### src/rtl/hash_uart_tx.sv
// Buffers 128-bit result words in a small FIFO and serialises them MSB byte first
// over a valid/ready byte handshake. Define HASH_UART_TX_HEX_ASCII_EN for hex+CRLF output.
module hash_uart_tx #(
    parameter int unsigned DEPTH  = 4,
    parameter int unsigned DROP_W = 16
) (
    input  logic              clk,
    input  logic              rst_n,
    input  logic              i_valid,
    input  logic [127:0]      i_data,
    output logic [7:0]        tx_data,
    output logic              tx_valid,
    input  logic              tx_ready,
    output logic              o_busy,
    output logic [DROP_W-1:0] o_drop_cnt
);

    localparam int unsigned WORD_W = 128;
    localparam int unsigned PTR_W  = (DEPTH > 1) ? $clog2(DEPTH) : 1;
    localparam int unsigned CNT_W  = PTR_W + 1;
    localparam int unsigned IDX_W  = 6;
`ifdef HASH_UART_TX_HEX_ASCII_EN
    localparam int unsigned SHIFT  = 4;
    localparam logic [IDX_W-1:0] LAST_IDX = IDX_W'(33);
`else
    localparam int unsigned SHIFT  = 8;
    localparam logic [IDX_W-1:0] LAST_IDX = IDX_W'(15);
`endif

    typedef enum logic {
        IDLE,
        SEND
    } state_e;

    state_e              state_q, state_d;
    logic [WORD_W-1:0]   mem [DEPTH];
    logic [PTR_W-1:0]    wr_ptr_q, rd_ptr_q;
    logic [CNT_W-1:0]    count_q, count_d;
    logic [WORD_W-1:0]   shift_q, shift_d;
    logic [IDX_W-1:0]    idx_q, idx_d;
    logic                tx_valid_q, tx_valid_d;
    logic [7:0]          tx_data_q, tx_data_d;
    logic                busy_q, busy_d;
    logic [DROP_W-1:0]   drop_cnt_q;
    logic                pop, push, drop;

`ifdef HASH_UART_TX_HEX_ASCII_EN
    function automatic logic [7:0] hex_char(input logic [3:0] n);
        return (n < 4'd10) ? (8'h30 + {4'h0, n}) : (8'h57 + {4'h0, n});
    endfunction

    // Characters 0..31 come from the top nibble; 32 and 33 are the CR/LF terminator.
    function automatic logic [7:0] byte_of(input logic [WORD_W-1:0] s, input logic [IDX_W-1:0] idx);
        if (idx < IDX_W'(32))       return hex_char(s[WORD_W-1 -: 4]);
        else if (idx == IDX_W'(32)) return 8'h0D;
        else                        return 8'h0A;
    endfunction
`else
    function automatic logic [7:0] byte_of(input logic [WORD_W-1:0] s);
        return s[WORD_W-1 -: 8];
    endfunction
`endif

    // Serialiser: IDLE pops the head; SEND raises tx_valid one cycle later and shifts per transfer.
    always_comb begin
        pop        = 1'b0;
        state_d    = state_q;
        shift_d    = shift_q;
        idx_d      = idx_q;
        tx_valid_d = tx_valid_q;
        case (state_q)
            IDLE: begin
                if (count_q != '0) begin
                    pop     = 1'b1;
                    shift_d = mem[rd_ptr_q];
                    idx_d   = '0;
                    state_d = SEND;
                end
            end
            SEND: begin
                if (!tx_valid_q) begin
                    tx_valid_d = 1'b1;
                end else if (tx_ready) begin
                    if (idx_q == LAST_IDX) begin
                        if (count_q != '0) begin
                            pop     = 1'b1;
                            shift_d = mem[rd_ptr_q];
                            idx_d   = '0;
                        end else begin
                            state_d    = IDLE;
                            tx_valid_d = 1'b0;
                        end
                    end else begin
                        shift_d = shift_q << SHIFT;
                        idx_d   = idx_q + IDX_W'(1);
                    end
                end
            end
            default: state_d = IDLE;
        endcase
`ifdef HASH_UART_TX_HEX_ASCII_EN
        tx_data_d = byte_of(shift_d, idx_d);
`else
        tx_data_d = byte_of(shift_d);
`endif
    end

    // A full FIFO still accepts a push when the head leaves on the same edge.
    always_comb begin
        push    = i_valid && ((count_q != CNT_W'(DEPTH)) || pop);
        drop    = i_valid && (count_q == CNT_W'(DEPTH)) && !pop;
        count_d = count_q + CNT_W'(push) - CNT_W'(pop);
        busy_d  = (state_d == SEND) || (count_d != '0);
    end

    always_ff @(posedge clk) begin
        if (push) begin
            mem[wr_ptr_q] <= i_data;
        end
    end

    always_ff @(posedge clk) begin
        if (!rst_n) begin
            state_q    <= IDLE;
            wr_ptr_q   <= '0;
            rd_ptr_q   <= '0;
            count_q    <= '0;
            shift_q    <= '0;
            idx_q      <= '0;
            tx_valid_q <= 1'b0;
            tx_data_q  <= '0;
            busy_q     <= 1'b0;
            drop_cnt_q <= '0;
        end else begin
            state_q    <= state_d;
            count_q    <= count_d;
            shift_q    <= shift_d;
            idx_q      <= idx_d;
            tx_valid_q <= tx_valid_d;
            tx_data_q  <= tx_data_d;
            busy_q     <= busy_d;
            if (push) wr_ptr_q <= wr_ptr_q + PTR_W'(1);
            if (pop)  rd_ptr_q <= rd_ptr_q + PTR_W'(1);
            if (drop && (drop_cnt_q != '1)) begin
                drop_cnt_q <= drop_cnt_q + DROP_W'(1);
            end
        end
    end

    assign tx_data    = tx_data_q;
    assign tx_valid   = tx_valid_q;
    assign o_busy     = busy_q;
    assign o_drop_cnt = drop_cnt_q;

endmodule
### config.mk
export PLATFORM = sky130hd
export DESIGN_NAME = hash_uart_tx
export DESIGN_NICKNAME = d
export VERILOG_FILES = /design/src/rtl/hash_uart_tx.sv
export SDC_FILE = /design/constraint.sdc
export NUM_CORES = 1
export LEC_CHECK = 0
export ABC_AREA = 0
export CORE_MARGIN = 8
export CORE_UTILIZATION = 40
export CTS_BUF_LIST = sky130_fd_sc_hd__clkbuf_2 sky130_fd_sc_hd__clkbuf_4 sky130_fd_sc_hd__clkbuf_8
export DETAILED_ROUTE_END_ITERATION = 10
export SLEW_MARGIN = 20
export SYNTH_ARGS = -nofsm -noshare
export SYNTH_HDL_FRONTEND = slang
export SYNTH_SLANG_ARGS = --single-unit
### constraint.sdc
create_clock -name clk -period 8.9 [get_ports clk]
set_input_delay 1.335 -clock clk [delete_from_list [all_inputs] [get_ports clk]]
set_output_delay 1.335 -clock clk [all_outputs]
set_load 0.01 [all_outputs]
Word-level counts from Yosys, hierarchy flattened. Memories as Yosys holds them, arrays and structs flattened. A register that Yosys moved wholly into a read port is not among the register bits. Index checks and enable logic that the tools add are counted.

Bits of input ports: 132. Flip-flop bits (word level): 160. Memories kept: 1. Output and inout bits: 26. Bits in writable memories: 512.

Memory list: mem (words 4, width 128, rd ports 1, clocked after memory_dff 1, wr ports 1, RTL line 36) `logic [WORD_W-1:0] mem [DEPTH];`.

Add/sub/neg operators: 6. Equality and inequality tests: 6. Muxes and demuxes: 23. Reduce and logical (&&, ||, !) cells: 10. Bitwise gates (word level): 1.

Operator list (count): two-way mux 128 bit (4); one-hot mux 128 bit (2 select lines) (1); two-way mux 6 bit (4); adder 16 x 1 -> 16 bit, second input constant (1); != test 16 bit, second input constant (1); one-hot mux 6 bit (2 select lines) (1); two-way mux 1 bit (9); adder 6 x 1 -> 6 bit, second input constant (1); equality test 6 x 4 -> 1 bit, second input constant (1); nonzero test 3 bit (2); adder 2 x 1 -> 2 bit, second input constant (2); logical AND 1 bit (4); two-way mux 2 bit (2); one-hot mux 1 bit (2 select lines) (2); adder 3 x 1 -> 3 bit (1); equality test 3 bit, second input constant (1); != test 3 bit, second input constant (1); subtractor 3 x 1 -> 3 bit (1); logical OR 1 bit (2); != test 2 x 1 -> 1 bit, second input constant (1); != test 2 bit, second input constant (1); AND reduction 2 bit (1); zero test 1 bit (1); inverter 1 bit (1).

Logic depth before layout (Yosys ltp). Gate-level depths: netlist of the first run.

Depth in word-level cells: 12. Depth in mapped cells: 15.

Worst setup path after synthesis of the first run. OpenSTA, ideal clock, no wires.

Kind: input-to-reg. Start point: input port tx_ready. End point: memory mem[0][0] (enable). Setup slack: 3.294 ns. Library setup time: 0.503 ns. Stages on the path: 4. Arrival: 5.103 ns. Buffers on the path: 0. Path through: nand2_2 > o41ai_4 > o21a_1 > and2_1.

Word-level cells in the longest chain between the ends: 7.

RTL lines: start, declared (RTL line 13) `input logic tx_ready,`; two-way mux 1 bit (RTL line 83) `end else if (tx_ready) begin`; two-way mux 1 bit (RTL line 81) `if (!tx_valid_q) begin`; one-hot mux 1 bit (2 select lines) (RTL line 71) `case (state_q)`; logical OR 1 bit (RTL line 110) `push = i_valid && ((count_q != CNT_W'(DEPTH)) || pop);`; logical AND 1 bit (RTL line 110); two-way mux 1 bit (RTL line 117) `if (push) begin`; two-way mux 1 bit (not written as such) (RTL line 118) `mem[wr_ptr_q] <= i_data;`; end, declared (RTL line 36).

Every way passes these cells.

Worst setup path in the final report of the first run.
Start point: input port tx_ready. End point: register busy_q, in the netlist o_busy.

Word-level cells in the longest chain between the ends: 9.

RTL lines: two-way mux 1 bit (RTL line 83); two-way mux 1 bit (RTL line 81); one-hot mux 1 bit (2 select lines) (RTL line 71); logical OR 1 bit (RTL line 110); logical AND 1 bit (RTL line 110); adder 3 x 1 -> 3 bit (RTL line 112) `count_d = count_q + CNT_W'(push) - CNT_W'(pop);`; subtractor 3 x 1 -> 3 bit (RTL line 112); nonzero test 3 bit (RTL line 113) `busy_d = (state_d == SEND) || (count_d != '0);`; logical OR 1 bit (*) (RTL line 113); end signal, assigned (RTL line 141) `busy_q <= busy_d;`; end, declared (RTL line 43) `logic busy_q, busy_d;`.

Every way passes the cells marked *; elsewhere a longest branch is shown, timed or not. A chain may end at the register's enable or synchronous reset.

==> results.md, run 1 <==
* LEAKAGE at 9.72 nW
* Met1 wire length at 27.3 mm
* Met3 Wirelength at 3.26 mm
* Clock net sink count at 674
* Status: complete, no violations
* Power Density at 293 nW/um^2
* Cell-by-cell trace of the critical path: clkdlybuf4s50_1, nand2_4, o41ai_4, nand2_4, inv_1, ha_1, inv_1, ha_1, inv_1, fa_1, xnor2_1, xnor2_1, nor3b_1, a31oi_1
* Distinct cells, synth at 58
* Post-CTS sizing at 0
* Element type at the critical path end: flop
* Chip height at 274 um
* Dpl cells at 2499
* Largest area contributor in the netlist: edfxtp_1
* TritonCTS clock tree: built
* GRT overflow at 0
* Worst EP arrival at 5.52 ns
* Mapped Cells at 1596
* Worst Hold Class: reg2reg
* Final period util at 0.557
* Pin count of the biggest net entering global routing at 126
* DR WL/cell at 22.8 um
* Mapped cell area at 26700 sq um
* Routed wl met2 at 29.9 mm
* RSZ-0062 raised after global routing: no
* Final Hold Viols at 0
* Primary FF master, synth: edfxtp_1
* Post-layout util at 0.473
* Total CTS buffers at 108
* Hold path depth at 1
* # setup viols final at 0
* Hold Buf Count CTS at 0
* Syn_area_per_cell at 16.7 sq um
* Post-Syn Nets at 1737
* CP Max Fanout at 68
* Number of synthesized flops with an enable pin at 512
* Remaining routing DRC violations at 0
* Synth top area cells: edfxtp_1 58%, dfxtp_1 12%, mux4_2 11%
* Hold EP: shift_q[0]
* Post-DP HPWL at 35.8 mm
* GRT Overall Usage at 0.163
* Vias/cell at 5.61
* Critical path type: in2reg
* Post-synth top area share at 0.575
* Clk slew on worst S/H paths at 0.06 ns
* Crit Reg-Reg Startpoint: tx_valid
* Max Freq at 202 MHz
* Clock latency on the worst-skew pair at 0.70 ns
* Asr flop ratio synth at 0
* Htree depth at 3
* Nets at 1887
* Setup TNS at 0 ns
* R2R Path End: o_busy
* Root buffer cell: clkbuf_8
* Final wirelength at 61.6 mm
* Final Max Slew Viols at 0
* Core Footprint at 66000 sq um
* Crit path largest cell delay at 0.60 ns
* Antenna Nets Post-Route at 0
* Peak VDD IR at 254 uV
* CP delay by family, top: buffers and inverters
* Register bit total from synthesis at 674
* Row cnt at 94
* Hold Startpoint: shift_q[0]
* Most common library cells after synthesis: 512 x edfxtp_1, 162 x dfxtp_1, 134 x a21oi_1, 128 x mux4_2, 126 x o21ai_0
* DRT iter0 DRCs at 1195
* Starting density of the core at 0.405
* Die Wd at 274 um
* Crit path launch type: input pin
* Vias at 15193
* R2r setup slk at 4.65 ns
* Layout cells sized above 1 at 0.221
* Die area at 75300 sq um
* First-pass GRT wire length at 95.1 mm
* CP Data Required Time at 9.47 ns
* Buf/Inv on CP at 4
* Vias in the first global route at 15638
* Uppermost layer routed: met5
* Non-Filler Instances at 2708
* Worst hold slack at 0.457 ns
* Worst r2r path cells at 13
* Most used cell, CP: inv_1
* CTS max path bufs at 3
* Worst Skew at 0.0392 ns
* Seq/Total Area, Yosys at 0.697
* Top-count cell post-synth: edfxtp_1
* Initial antenna violation count at 4
* Syn. warnings at 0
* Minimum clock period at 4.96 ns
* Max_cap viols at 0
* Pin slew with the least headroom to its limit at 0.992 ns
* Slowest cell on the critical path: o41ai_4
* # Post-CTS Setup Buffers at 0
* Placer Congestion at 0.745
* Layout Area Growth over Synthesis at 16.9%
* IO Count at 158
* Slew HR at 0.336
* # port buffers at 157
* TritonRoute pass-1 iters at 5
[final cells by class]
cell class,count,area [sq um]
Timing Repair Buffer,179,1790
Inverter,10,37.5
Sequential cell,674,18600
Multi-Input combinational cell,773,7380
Tap cell,864,1080
Clock inverter,44,330
Fill cell,5622,34800
Antenna cell,2,5.00
Clock buffer,162,1970
[metal layers]
layer	vias to the layer above	GRT usage
met5	-	0
met4	4	0.0479
met3	79	0.0324
met2	426	0.261
met1	7813	0.224
li1	6871	-
[flip-flops by register name (all words and copies together), names as in the netlist, named ones only]
| signal | count |
|---|---|
| o_drop_cnt | 16 |
| wr_ptr_q | 2 |
| mem | 512 |
| state_q | 1 |
| count_q | 3 |
| tx_valid | 1 |
| o_busy | 1 |
| rd_ptr_q | 2 |
| idx_q | 6 |
| shift_q | 128 |
[how the worst max path moves through the flow]
| stage | depth (start not counted) | slack (ns) | startpoint | to |
|---|---|---|---|---|
| after global placement | 14 | 3.24 | tx_ready | o_busy |
| after detailed placement | 14 | 3.18 | tx_ready | o_busy |
| after CTS | 14 | 3.96 | tx_ready | o_busy |
| final | 14 | 3.94 | tx_ready | o_busy |
| after floorplan | 4 | 3.29 | tx_ready | mem[0][0] |
| after global routing | 14 | 3.64 | tx_ready | o_busy |
[logic make-up after synthesis]
kind of cell / synth area share
AOI/OAI and AO/OA: 0.110
xor gates and xnor gates: 0.00197
adders and majority gates: 0.00450
buffers and inverters: 0.0283
DFF: 0.697
muxes: 0.109
and+or+nand+nor: 0.0485
[where the power goes]
part,total (mW),internal (mW),switching (mW),leakage [nW]
Sequential,4.26,3.88,0.377,6.04
Clock,2.75,1.54,1.21,1.21
Combinational,2.15,0.967,1.18,2.47
Total,9.16,6.39,2.77,9.72
[metrics by stage]
step / instance area (sq um) / setup WS [ns] / power (mW)
final: 31200 / 3.94 / 9.16
after global routing: 31200 / 3.64 / 9.64
after CTS: 31200 / 3.96 / 9.29
after detailed placement: 28900 / 3.18 / 6.50
after global placement: 28900 / 3.24 / 6.45
after floorplan: 26700 / 3.29 / 5.89
[placed cells by master, fill, tap and decap left out, drive strengths merged, types with 5 or more instances in the layout]
cell type	netlist	final
ha	8	8
nand3	7	7
a32o	8	8
mux4	128	128
nand4	6	6
and2	10	10
or4	7	7
inv	9	11
clkinv	1	35
o221ai	121	121
a21oi	134	134
nor2	14	14
edfxtp	512	512
xnor2	5	5
nand2	27	27
clkdlybuf4s50	0	156
o31ai	7	7
clkbuf	79	162
buf	60	23
dfxtp	162	162
or3	124	124
o21ai	128	128
No activity file was read; power rests on OpenSTA's default activity.
==> run 2: changes to the inputs <==
==> constraint.sdc (replaced) <==
create_clock -name clk -period 5.1 [get_ports clk]
set_input_delay 0.765 -clock clk [delete_from_list [all_inputs] [get_ports clk]]
set_output_delay 0.765 -clock clk [all_outputs]
set_load 0.01 [all_outputs]
==> results.md, run 2 (synthesis gave the netlist of run 1 again) <==
* Final period util at 0.683
* Dpl cells at 2507
* Status: complete, no violations
* Max_cap viols at 0
* Placer Congestion at 0.732
* Commonest non-fill, non-tap cells in the layout: 512 x edfxtp_1, 159 x dfxtp_1, 156 x clkdlybuf4s50_1
* CTS max path bufs at 3
* Critical path type: in2reg
* Clock latency on the worst-skew pair at 0.72 ns
* Starting density of the core at 0.405
* Minimum clock period at 3.48 ns
* Chip height at 274 um
* Clock net sink count at 674
* IO Count at 158
* First-pass GRT wire length at 96.6 mm
* Non-Filler Instances at 2726
* Buf/Inv on CP at 4
* Part of the power in registers at 0.455
* NetSw at 4.89 mW
* Clk slew on worst S/H paths at 0.06 ns
* Remaining routing DRC violations at 0
* Fin worst setup slack at 1.62 ns
* LEAKAGE at 9.84 nW
* Final Hold Viols at 0
* Worst hold slack at 0.420 ns
* Nets at 1897
* Switching portion of total power at 0.301
* Row cnt at 94
* GRT overflow at 0
* Die area at 75300 sq um
* TritonCTS clock tree: built
* Crit path launch type: input pin
* Pre-CTS WS at 0.979 ns
* Vias/cell at 5.65
* Total CTS buffers at 111
* Largest Register: mem
* # port buffers at 157
* Core Footprint at 66000 sq um
* # setup viols final at 0
* Crit path largest cell delay at 0.53 ns
* Die Wd at 274 um
* CP Max Fanout at 11
* Hold EP: o_drop_cnt[6]
* GRT Overall Usage at 0.166
* DR WL/cell at 23.2 um
* Cell area after layout at 31500 sq um
* Worst EP arrival at 4.00 ns
* Hold Buf Count CTS at 0
* Slowest cell on the critical path: clkdlybuf4s50_1
* Internal at 11.4 mW
* Peak VDD IR at 315 uV
* Hold path depth at 3
* Pin slew with the least headroom to its limit at 1.04 ns
* Comb power frac at 0.236
* Placed Area at 29000 sq um
* Htree depth at 3
* Element type at the critical path end: flop
* Worst Skew at 0.0508 ns
* Power Density at 516 nW/um^2
* Vias at 15406
* Setup TNS at 0 ns
* Layout fillers at 5570
* DRT iter0 DRCs at 1180
* Most common cell after layout, fill and taps aside: edfxtp_1
* Root buffer cell: clkbuf_8
* Worst r2r path cells at 14
* Max reg flops at 512
* RSZ-0062 raised after global routing: no
* # Post-CTS Setup Buffers at 0
* Most used cell, CP: inv_1
* Worst Hold Class: in2reg
* Pwr Total at 16.3 mW
* Hold Startpoint: rst_n
* TritonRoute pass-1 iters at 5
* Final wirelength at 63.2 mm
* Vias in the first global route at 15856
* Clock power share at 0.309
* Slew HR at 0.305
* CP delay by family, top: buffers and inverters
* CP Data Required Time at 5.61 ns
* Post-layout util at 0.477
* Post-DP HPWL at 36.4 mm
* Layout Area Growth over Synthesis at 17.9%
* R2R Path End: o_busy
* R2r setup slk at 1.63 ns
* Layout cells sized above 1 at 0.227
* Pin count of the biggest net entering global routing at 119
* Antenna Nets Post-Route at 0
* Crit Reg-Reg Startpoint: idx_q[0]
* Cell-by-cell trace of the critical path: clkdlybuf4s50_1, nand2_4, o41ai_4, nand2_4, inv_1, ha_1, inv_1, ha_1, inv_1, fa_1, xnor2_1, xnor2_1, nor3b_1, a31oi_1
* Initial antenna violation count at 8
* Max Freq at 287 MHz
* Final Max Slew Viols at 0
* Post-CTS sizing at 0
[run 2: cell types whose count changed in the layout (fill, tap and decap cells not counted), sizes merged]
cell,before,now
clkbuf,162,164
inv,11,10
buf,23,30
clkinvlp,4,5
diode,2,8
bufinv,4,5
clkinv,35,37
[run 2: worst register-to-register path, cell delays in order (launching register included)]
cell	delay, ns
dfxtp_1	0.39
ha_1	0.24
nand2b_2	0.13
o41ai_4	0.42
nand2_4	0.07
inv_1	0.46
ha_1	0.35
inv_1	0.06
ha_1	0.13
inv_1	0.05
fa_1	0.41
xnor2_1	0.15
xnor2_1	0.15
nor3b_1	0.19
a31oi_1	0.11
[run 2: metal layers]
layer / wire length [um] / track usage
met1: 27600 / 0.225
met5: 7 / 0
met4: 1320 / 0.0576
met3: 3730 / 0.0355
met2: 30600 / 0.265
[run 2: worst max-delay path by stage]
stage                        start         to  slack (ns)  depth (start not counted)
final                     tx_ready     o_busy        1.62                         14
after global routing      idx_q[0]     o_busy        1.43                         14
after CTS                 idx_q[0]     o_busy        1.66                         14
after detailed placement  tx_ready     o_busy        0.98                         14
after global placement    tx_ready     o_busy         1.0                         14
after floorplan           tx_ready  mem[0][0]        0.06                          4
[run 2: area by class of cell]
class,count,area (sq um),area share
Antenna cell,8,20.0,0.000635
Clock buffer,164,2080,0.0659
Clock inverter,47,369,0.0117
Inverter,10,37.5,0.00119
Multi-Input combinational cell,773,7380,0.234
Sequential cell,674,18600,0.591
Tap cell,864,1080,0.0343
Timing Repair Buffer,186,1910,0.0607
[run 2: power groups by stage]
stage / logic [mW] / clock network (mW) / registers [mW]
2_1_floorplan: 3.05 / 0 / 7.23
3_3_place_gp: 3.83 / 0 / 7.46
3_5_place_dp: 3.89 / 0 / 7.50
4_1_cts: 3.90 / 5.16 / 7.39
5_1_grt: 4.17 / 5.40 / 7.50
6_report: 3.84 / 5.03 / 7.39
==> run 3: changes to the inputs <==
==> constraint.sdc (replaced) <==
create_clock -name clk -period 3.57 [get_ports clk]
set_input_delay 0.5355 -clock clk [delete_from_list [all_inputs] [get_ports clk]]
set_output_delay 0.5355 -clock clk [all_outputs]
set_load 0.01 [all_outputs]
==> results.md, run 3 (synthesis gave the netlist of run 1 again) <==
* Clock power share at 0.289
* Commonest non-fill, non-tap cells in the layout: 512 x edfxtp_1, 159 x dfxtp_1, 156 x clkdlybuf4s50_1
* Non-Filler Instances at 2717
* Post-CTS sizing at 0
* Chip height at 274 um
* Worst hold slack at 0.352 ns
* Final Max Slew Viols at 0
* Crit path launch type: flop
* Clock net sink count at 674
* Pin count of the biggest net entering global routing at 141
* Layout cells sized above 1 at 0.226
* Element type at the critical path end: flop
* Critical path type: reg2reg
* CP Data Required Time at 4.20 ns
* RSZ-0062 raised after global routing: no
* Slew HR at 0.310
* DRT iter0 DRCs at 1172
* Placed Area at 29200 sq um
* Peak VDD IR at 420 uV
* Worst Skew at 0.0271 ns
* Largest Register: mem
* CP Max Fanout at 67
* Cell-by-cell trace of the critical path: ha_1, nand2b_2, o41ai_4, buf_4, nand2_4, buf_4, buf_4, o221ai_1, a21oi_1
* Minimum clock period at 3.09 ns
* Core Footprint at 66000 sq um
* Layout Area Growth over Synthesis at 17.4%
* Initial antenna violation count at 5
* Status: complete, no violations
* Final period util at 0.866
* Max reg flops at 512
* Post-layout util at 0.475
* Cell area after layout at 31400 sq um
* Area occupied by multi-input gates at 7380 sq um
* Nets at 1901
* Htree depth at 3
* Slowest cell on the critical path: buf_4
* Max_cap viols at 0
* Max Freq at 324 MHz
* Vias at 15201
* # Post-CTS Setup Buffers at 0
* TritonCTS clock tree: built
* TritonRoute pass-1 iters at 5
* Crit path largest cell delay at 0.82 ns
* # port buffers at 157
* Internal at 15.8 mW
* Setup TNS at 0 ns
* Pin slew with the least headroom to its limit at 1.03 ns
* Antenna Nets Post-Route at 0
* Worst EP arrival at 3.72 ns
* Hold Buf Count CTS at 0
* Starting density of the core at 0.405
* # setup viols final at 0
* Power Density at 726 nW/um^2
* Switching portion of total power at 0.305
* Placer Congestion at 0.741
* CTS max path bufs at 3
* IO Count at 158
* Row cnt at 94
* Total CTS buffers at 108
* Post-DP HPWL at 35.5 mm
* Most common cell after layout, fill and taps aside: edfxtp_1
* Vias in the first global route at 15737
* Worst Hold Class: in2reg
* DR WL/cell at 22.7 um
* First-pass GRT wire length at 94.6 mm
* GRT overflow at 0
* Comb power frac at 0.250
* Pre-CTS WS at 0.118 ns
* Die area at 75300 sq um
* Clk slew on worst S/H paths at 0.06 ns
* Die Wd at 274 um
* NetSw at 6.94 mW
* Dpl cells at 2514
* Part of the power in registers at 0.460
* Pwr Total at 22.8 mW
* Root buffer cell: clkbuf_8
* Clock latency on the worst-skew pair at 0.71 ns
* Fin worst setup slack at 0.479 ns
* Final Hold Viols at 0
* Final wirelength at 61.6 mm
* GRT Overall Usage at 0.162
* LEAKAGE at 9.78 nW
* Register Area at 18600 sq um
* Vias/cell at 5.59
* Remaining routing DRC violations at 0
* Most used cell, CP: buf_4
* Layout fillers at 5583
## run 3: final timing paths
check / start / endpoint / slack, ns / depth (start not counted)
worst max-delay path: idx_q[0] / shift_q[59] / 0.48 / 9
worst min-delay path: rst_n / wr_ptr_q[1] / 0.35 / 3
worst max register to register: idx_q[0] / shift_q[59] / 0.48 / 9
worst min register to register: shift_q[0] / shift_q[0] / 0.47 / 1
## run 3: power groups by stage
| stage | combinational [mW] | clock, mW | sequential, mW |
|---|---|---|---|
| 4_1_cts | 5.83 | 6.79 | 10.5 |
| 3_3_place_gp | 5.73 | 0 | 10.6 |
| 3_5_place_dp | 5.80 | 0 | 10.6 |
| 6_report | 5.70 | 6.59 | 10.5 |
| 5_1_grt | 6.22 | 7.13 | 10.6 |
| 2_1_floorplan | 4.36 | 0 | 10.3 |
## run 3: cell type report
| type | instances | share of cell area |
|---|---|---|
| diodes | 2 | 0.000160 |
| clock buffers | 153 | 0.0592 |
| clock inverters | 48 | 0.0105 |
| inverters | 10 | 0.00120 |
| multi-input cells | 773 | 0.235 |
| flip-flops and latches | 674 | 0.594 |
| well taps | 864 | 0.0345 |
| repair buffers | 193 | 0.0652 |
## run 3: metal layers
layer,track usage,part of all wire
met1,0.218,0.44
met3,0.0355,0.059
met4,0.0479,0.017
met2,0.263,0.49
met5,0,0.00037
## run 3: worst max-delay path, delay by kind of cell, from the launching register on
kind	cells	cell delay (ns)
buffers and inverters	3	1.64
AO/OA/AOI/OAI	3	0.48
flip-flops	1	0.34
adder cells (fa/ha/maj)	1	0.25
AND/OR/NAND/NOR	2	0.21
